===== src/rtl/imem_dmem_arbiter.sv =====
// ---------------------------------------------------------------------------
// imem_dmem_arbiter
//
// Shares one single-ported 32-bit SRAM between the instruction-fetch port
// and the data (MEM-stage) port of the core. Grants are combinational and
// returned in the same cycle as the request. Read data comes back one cycle
// after the grant and is steered to whichever port won the read.
//
// Optional starvation guard: define IMEM_DMEM_ARB_STARVE_GUARD_EN to build
// the denied-fetch counter and the FORCE_IF state. Without it, arbitration
// is pure fixed priority (data over fetch) and STARVE_LIMIT is ignored.
//
// Arbitration states (guard build only):
//   state     | meaning
//   ----------+-------------------------------------------------------
//   PRIO_D    | data wins a collision (reset state)
//   FORCE_IF  | fetch wins a collision; left after fetch is granted
//
// Parameters:
//   ADDR_W       word-address width presented to the SRAM
//   STARVE_LIMIT consecutive denied fetch cycles before fetch is forced
//                ahead of data (1..15)
//
// Ports:
//   clk, rst                 clock, synchronous active-high reset
//   if_req_i/if_addr_i       fetch read request and address
//   if_gnt_o                 fetch accepted this cycle
//   if_rvalid_o/if_rdata_o   fetch read response
//   d_req_i/d_we_i/d_addr_i  data request, store flag, address
//   d_wdata_i/d_wmask_i      store data and byte-lane mask
//   d_gnt_o                  data accepted this cycle
//   d_rvalid_o/d_rdata_o     load response
//   sram_*_o                 SRAM strobe, write enable, address, data, mask
//   sram_rdata_i             SRAM read data, one cycle after a read strobe
// ---------------------------------------------------------------------------
module imem_dmem_arbiter #(
  parameter int ADDR_W       = 13,
  parameter int STARVE_LIMIT = 4
) (
  input  logic              clk,
  input  logic              rst,

  input  logic              if_req_i,
  input  logic [ADDR_W-1:0] if_addr_i,
  output logic              if_gnt_o,
  output logic              if_rvalid_o,
  output logic [31:0]       if_rdata_o,

  input  logic              d_req_i,
  input  logic              d_we_i,
  input  logic [ADDR_W-1:0] d_addr_i,
  input  logic [31:0]       d_wdata_i,
  input  logic [3:0]        d_wmask_i,
  output logic              d_gnt_o,
  output logic              d_rvalid_o,
  output logic [31:0]       d_rdata_o,

  output logic              sram_en_o,
  output logic              sram_we_o,
  output logic [ADDR_W-1:0] sram_addr_o,
  output logic [31:0]       sram_wdata_o,
  output logic [3:0]        sram_wmask_o,
  input  logic [31:0]       sram_rdata_i
);

  logic        w_if_gnt;
  logic        w_d_gnt;
  logic        w_force_if;
  logic        w_rd_gnt;
  logic        w_if_rvalid;
  logic        w_d_rvalid;

  logic        r_tag_valid;
  logic        r_tag_is_d;
  logic [31:0] r_if_rdata;
  logic [31:0] r_d_rdata;

  // -------------------------------------------------------------------------
  // Starvation guard
  // -------------------------------------------------------------------------
`ifdef IMEM_DMEM_ARB_STARVE_GUARD_EN
  typedef enum logic {
    ST_PRIO_D   = 1'b0,
    ST_FORCE_IF = 1'b1
  } arb_state_t;

  localparam logic [3:0] LP_LIMIT = 4'(STARVE_LIMIT);

  arb_state_t r_state;
  logic [3:0] r_starve_cnt;
  logic [3:0] w_cnt_nxt;

  // Counts consecutive denied fetch cycles; saturates rather than wrapping.
  always_comb begin
    w_cnt_nxt = 4'd0;
    if (if_req_i && !w_if_gnt) begin
      w_cnt_nxt = (r_starve_cnt == 4'hF) ? r_starve_cnt : r_starve_cnt + 4'd1;
    end
  end

  // FORCE_IF is entered on the same edge the counter reaches the limit, so a
  // continuously denied fetch wins on cycle STARVE_LIMIT+1.
  always_ff @(posedge clk) begin
    if (rst) begin
      r_state      <= ST_PRIO_D;
      r_starve_cnt <= 4'd0;
    end else begin
      r_starve_cnt <= w_cnt_nxt;
      case (r_state)
        ST_PRIO_D: begin
          if (w_cnt_nxt >= LP_LIMIT) r_state <= ST_FORCE_IF;
        end
        ST_FORCE_IF: begin
          if (w_if_gnt) r_state <= ST_PRIO_D;
        end
        default: r_state <= ST_PRIO_D;
      endcase
    end
  end

  assign w_force_if = (r_state == ST_FORCE_IF);
`else
  logic [3:0] w_unused_limit;
  assign w_unused_limit = 4'(STARVE_LIMIT);
  assign w_force_if     = 1'b0;
`endif

  // -------------------------------------------------------------------------
  // Grant logic: at most one grant, none while in reset
  // -------------------------------------------------------------------------
  always_comb begin
    w_d_gnt  = 1'b0;
    w_if_gnt = 1'b0;
    if (!rst) begin
      if (d_req_i && !(w_force_if && if_req_i)) begin
        w_d_gnt = 1'b1;
      end else if (if_req_i) begin
        w_if_gnt = 1'b1;
      end
    end
  end

  assign if_gnt_o = w_if_gnt;
  assign d_gnt_o  = w_d_gnt;

  // -------------------------------------------------------------------------
  // SRAM mux: fields are zero when nothing is granted
  // -------------------------------------------------------------------------
  always_comb begin
    sram_en_o    = w_if_gnt | w_d_gnt;
    sram_we_o    = w_d_gnt & d_we_i;
    sram_addr_o  = '0;
    sram_wdata_o = 32'd0;
    sram_wmask_o = 4'd0;
    if (w_d_gnt) begin
      sram_addr_o = d_addr_i;
      if (d_we_i) begin
        sram_wdata_o = d_wdata_i;
        sram_wmask_o = d_wmask_i;
      end
    end else if (w_if_gnt) begin
      sram_addr_o = if_addr_i;
    end
  end

  // -------------------------------------------------------------------------
  // Response routing
  // -------------------------------------------------------------------------
  assign w_rd_gnt = w_if_gnt | (w_d_gnt & ~d_we_i);

  always_ff @(posedge clk) begin
    if (rst) begin
      r_tag_valid <= 1'b0;
      r_tag_is_d  <= 1'b0;
    end else begin
      r_tag_valid <= w_rd_gnt;
      r_tag_is_d  <= w_d_gnt;
    end
  end

  // Gated by rst so a read granted just before reset never produces rvalid.
  assign w_if_rvalid = r_tag_valid & ~r_tag_is_d & ~rst;
  assign w_d_rvalid  = r_tag_valid &  r_tag_is_d & ~rst;

  // Hold registers keep the last delivered word on the port not being served.
  always_ff @(posedge clk) begin
    if (rst) begin
      r_if_rdata <= 32'd0;
      r_d_rdata  <= 32'd0;
    end else begin
      if (w_if_rvalid) r_if_rdata <= sram_rdata_i;
      if (w_d_rvalid)  r_d_rdata  <= sram_rdata_i;
    end
  end

  always_comb begin
    if_rvalid_o = w_if_rvalid;
    d_rvalid_o  = w_d_rvalid;
    if_rdata_o  = 32'd0;
    d_rdata_o   = 32'd0;
    if (!rst) begin
      if_rdata_o = w_if_rvalid ? sram_rdata_i : r_if_rdata;
      d_rdata_o  = w_d_rvalid  ? sram_rdata_i : r_d_rdata;
    end
  end

endmodule

===== config.mk =====
export PLATFORM = sky130hd
export DESIGN_NAME = imem_dmem_arbiter
export DESIGN_NICKNAME = d
export VERILOG_FILES = /design/src/rtl/imem_dmem_arbiter.sv
export SDC_FILE = /design/constraint.sdc
export NUM_CORES = 1
export LEC_CHECK = 0
export ABC_AREA = 1
export CAP_MARGIN = 20
export CORE_UTILIZATION = 31
export CTS_CLUSTER_DIAMETER = 200
export CTS_CLUSTER_SIZE = 30
export DETAILED_ROUTE_END_ITERATION = 8
export GPL_ROUTABILITY_DRIVEN = 0
export GPL_TIMING_DRIVEN = 0
export PLACE_DENSITY_LB_ADDON = 0.25
export SKIP_CTS_REPAIR_TIMING = 1
export SKIP_LAST_GASP = 1
export SYNTH_ARGS = -nofsm -noshare
export SYNTH_HDL_FRONTEND = slang
export SYNTH_SLANG_ARGS = --single-unit

===== constraint.sdc =====
create_clock -name clk -period 3.6 [get_ports clk]
set_input_delay 0.72 -clock clk [delete_from_list [all_inputs] [get_ports clk]]
set_output_delay 0.72 -clock clk [all_outputs]
set_load 0.005 [all_outputs]

==> metrics.txt <==
DRC Markers=0; core box area=0.00973 mm^2; multi-input logic area=0.00140 mm^2; routed vias=3773; Clock Skew=0.0124 ns; #FFs+latches synth=66; Synth warnings=0; max-cap violations=0; Layout area overhead=82.0%; # fillers=973; WP buf/inv=4; Critical Path Fanout Max=10; Fin Setup TNS=0 ns; ANT nets after route=0; family with the most delay on the worst path=buffers and inverters; max_slew headroom=0.674; H-Tree Depth=3; number of setup violations in the final report=0; Mapped Avg Cell Area=6.24 um^2; Die H=102 um; Pre-antenna DRT Iters=4; vias in the first global route=3518; total gr overflow=0; Pwr Total=1.84 mW; Routed met1 length=4410 um; Worst-Skew Late Latency=0.35 ns; Crit path arrival time=2.50 ns; Synth Instances=495; CP Class=in2out; syn_nets=594; synthesized cell area=0.00309 mm^2; Clock Pin Slew Worst Setup and Hold Paths=0.06 ns; num ports=218; part of the Yosys area used for sequential elements=0.428; clock sink count=66; Die X-Extent=102 um; met3 WL=784 um; Tmin final=3.22 ns; clock tree buffer depth=2; final hold vios=0; most frequent CP cell=clkdlybuf4s50_1; Iter 0 DRT Violations=95; Wirelength per Cell=12.6 um; worst vdd ir=0.193 mV; Critical Path Slowest Stage Cell=clkdlybuf4s50_1; most frequent cells in the layout=216 x clkdlybuf4s50_1, 181 x nand2_1, 115 x nor2_1; Leak Pwr=2.46 nW; Slew @ Worst Pin=0.489 ns; Synth cell types=14; Final Max Slew Viols=0; PortBufs=216; critical path launch point type=input pin; routed wl met2=5370 um; outcome=finished clean; critical path cell sequence=clkdlybuf4s50_1 > buf_2 > clkbuf_1 > a21oi_1 > clkdlybuf4s50_1; Reg area=0.00132 mm^2; first-pass GRT wire length=16500 um; CTS Root Buffer Type=clkbuf_8; final period utilization=0.895; Hold Crit Class=reg2reg; vias per cell=4.39; antenna diode count=0; f_max=310 MHz; RSZ-0062 raised after global routing=no; Final #Nets=821; num rows=36; CTS tree=done; CTS Buf Count=9; share of cells above drive strength 1=0.0688; CP max stage delay=0.48 ns; Setup crit end kind=output port; power density over the cells=327 mW/mm^2; gr usage total=0.206; top layer in use=met4; initial antenna violation count=0; commonest non-fill, non-tap cell in the layout=clkdlybuf4s50_1; die area=0.0104 mm^2; critical path data required time=2.88 ns; Post-Route WL=10800 um; Starting Density=0.318; Final HPWL DP=8530 um; largest net degree at the start of global routing=12
==> registers in the layout (all words and copies together), names as in the netlist <==
| register | count |
|---|---|
| r_d_rdata | 32 |
| r_if_rdata | 32 |
| r_tag_is_d | 1 |
| r_tag_valid | 1 |
==> final timing paths <==
kind | from | end | slack (ns) | depth (start not counted)
worst min-delay path | r_d_rdata[1] | r_d_rdata[1] | 0.47 | 2
worst max-delay path | rst | d_rdata_o[16] | 0.38 | 5
worst min register to register | r_d_rdata[1] | r_d_rdata[1] | 0.47 | 2
worst max register to register | r_tag_is_d | r_if_rdata[2] | 2.41 | 7
==> per-layer routing <==
metal  vias to the layer above  track usage
met5                         -            0
met4                         0       0.0890
met3                        19       0.0581
li1                       1929            -
met1                      1683        0.223
met2                       142        0.376
==> worst min-delay path: cells and delay by family (launching register included) <==
family	cells	cell delay, ns
AOI/OAI and AO/OA	1	0.06
DFF	1	0.30
and+or+nand+nor	1	0.05
==> final cells by class <==
| cell class | count | share of cell area |
|---|---|---|
| Buffer | 34 | 0.0378 |
| Sequential cell | 66 | 0.235 |
| Tap cell | 133 | 0.0296 |
| Timing Repair Buffer | 216 | 0.384 |
| Multi-Input combinational cell | 352 | 0.248 |
| Clock inverter | 4 | 0.00890 |
| Inverter | 43 | 0.0287 |
| Clock buffer | 12 | 0.0276 |
==> cell usage after synthesis (all sizes together) <==
cell      n  area [um^2]
o21ai     1         5.00
buf      30          198
clkbuf    4         15.0
nor2    116          438
nand3    26          130
dfxtp    66         1320
a21oi    26          130
inv      43          161
nand2   183          692
==> where the power goes <==
group | total (mW) | leakage, nW | internal (mW) | switching (mW)
clock network | 0.648 | 0.0986 | 0.357 | 0.292
logic | 0.419 | 1.82 | 0.242 | 0.176
registers | 0.775 | 0.539 | 0.766 | 0.00870
==> per-stage QoR <==
stage	hold slack, ns	util	instance area (um^2)	cells	worst slack (ns)
after floorplan	0.462	-	3090	495	1.57
after global placement	0.453	0.557	5420	844	0.427
after detailed placement	0.460	0.557	5420	844	0.386
after CTS	0.470	0.578	5620	860	0.385
after global routing	0.492	0.578	5620	860	0.288
final	0.466	0.578	5620	860	0.379
==> logic make-up after synthesis <==
family | after synthesis | synth area share
simple gates | 325 | 0.408
buf+inv | 77 | 0.121
flops | 66 | 0.428
compound gates | 27 | 0.0437
Power figures use the tool's default switching activity.
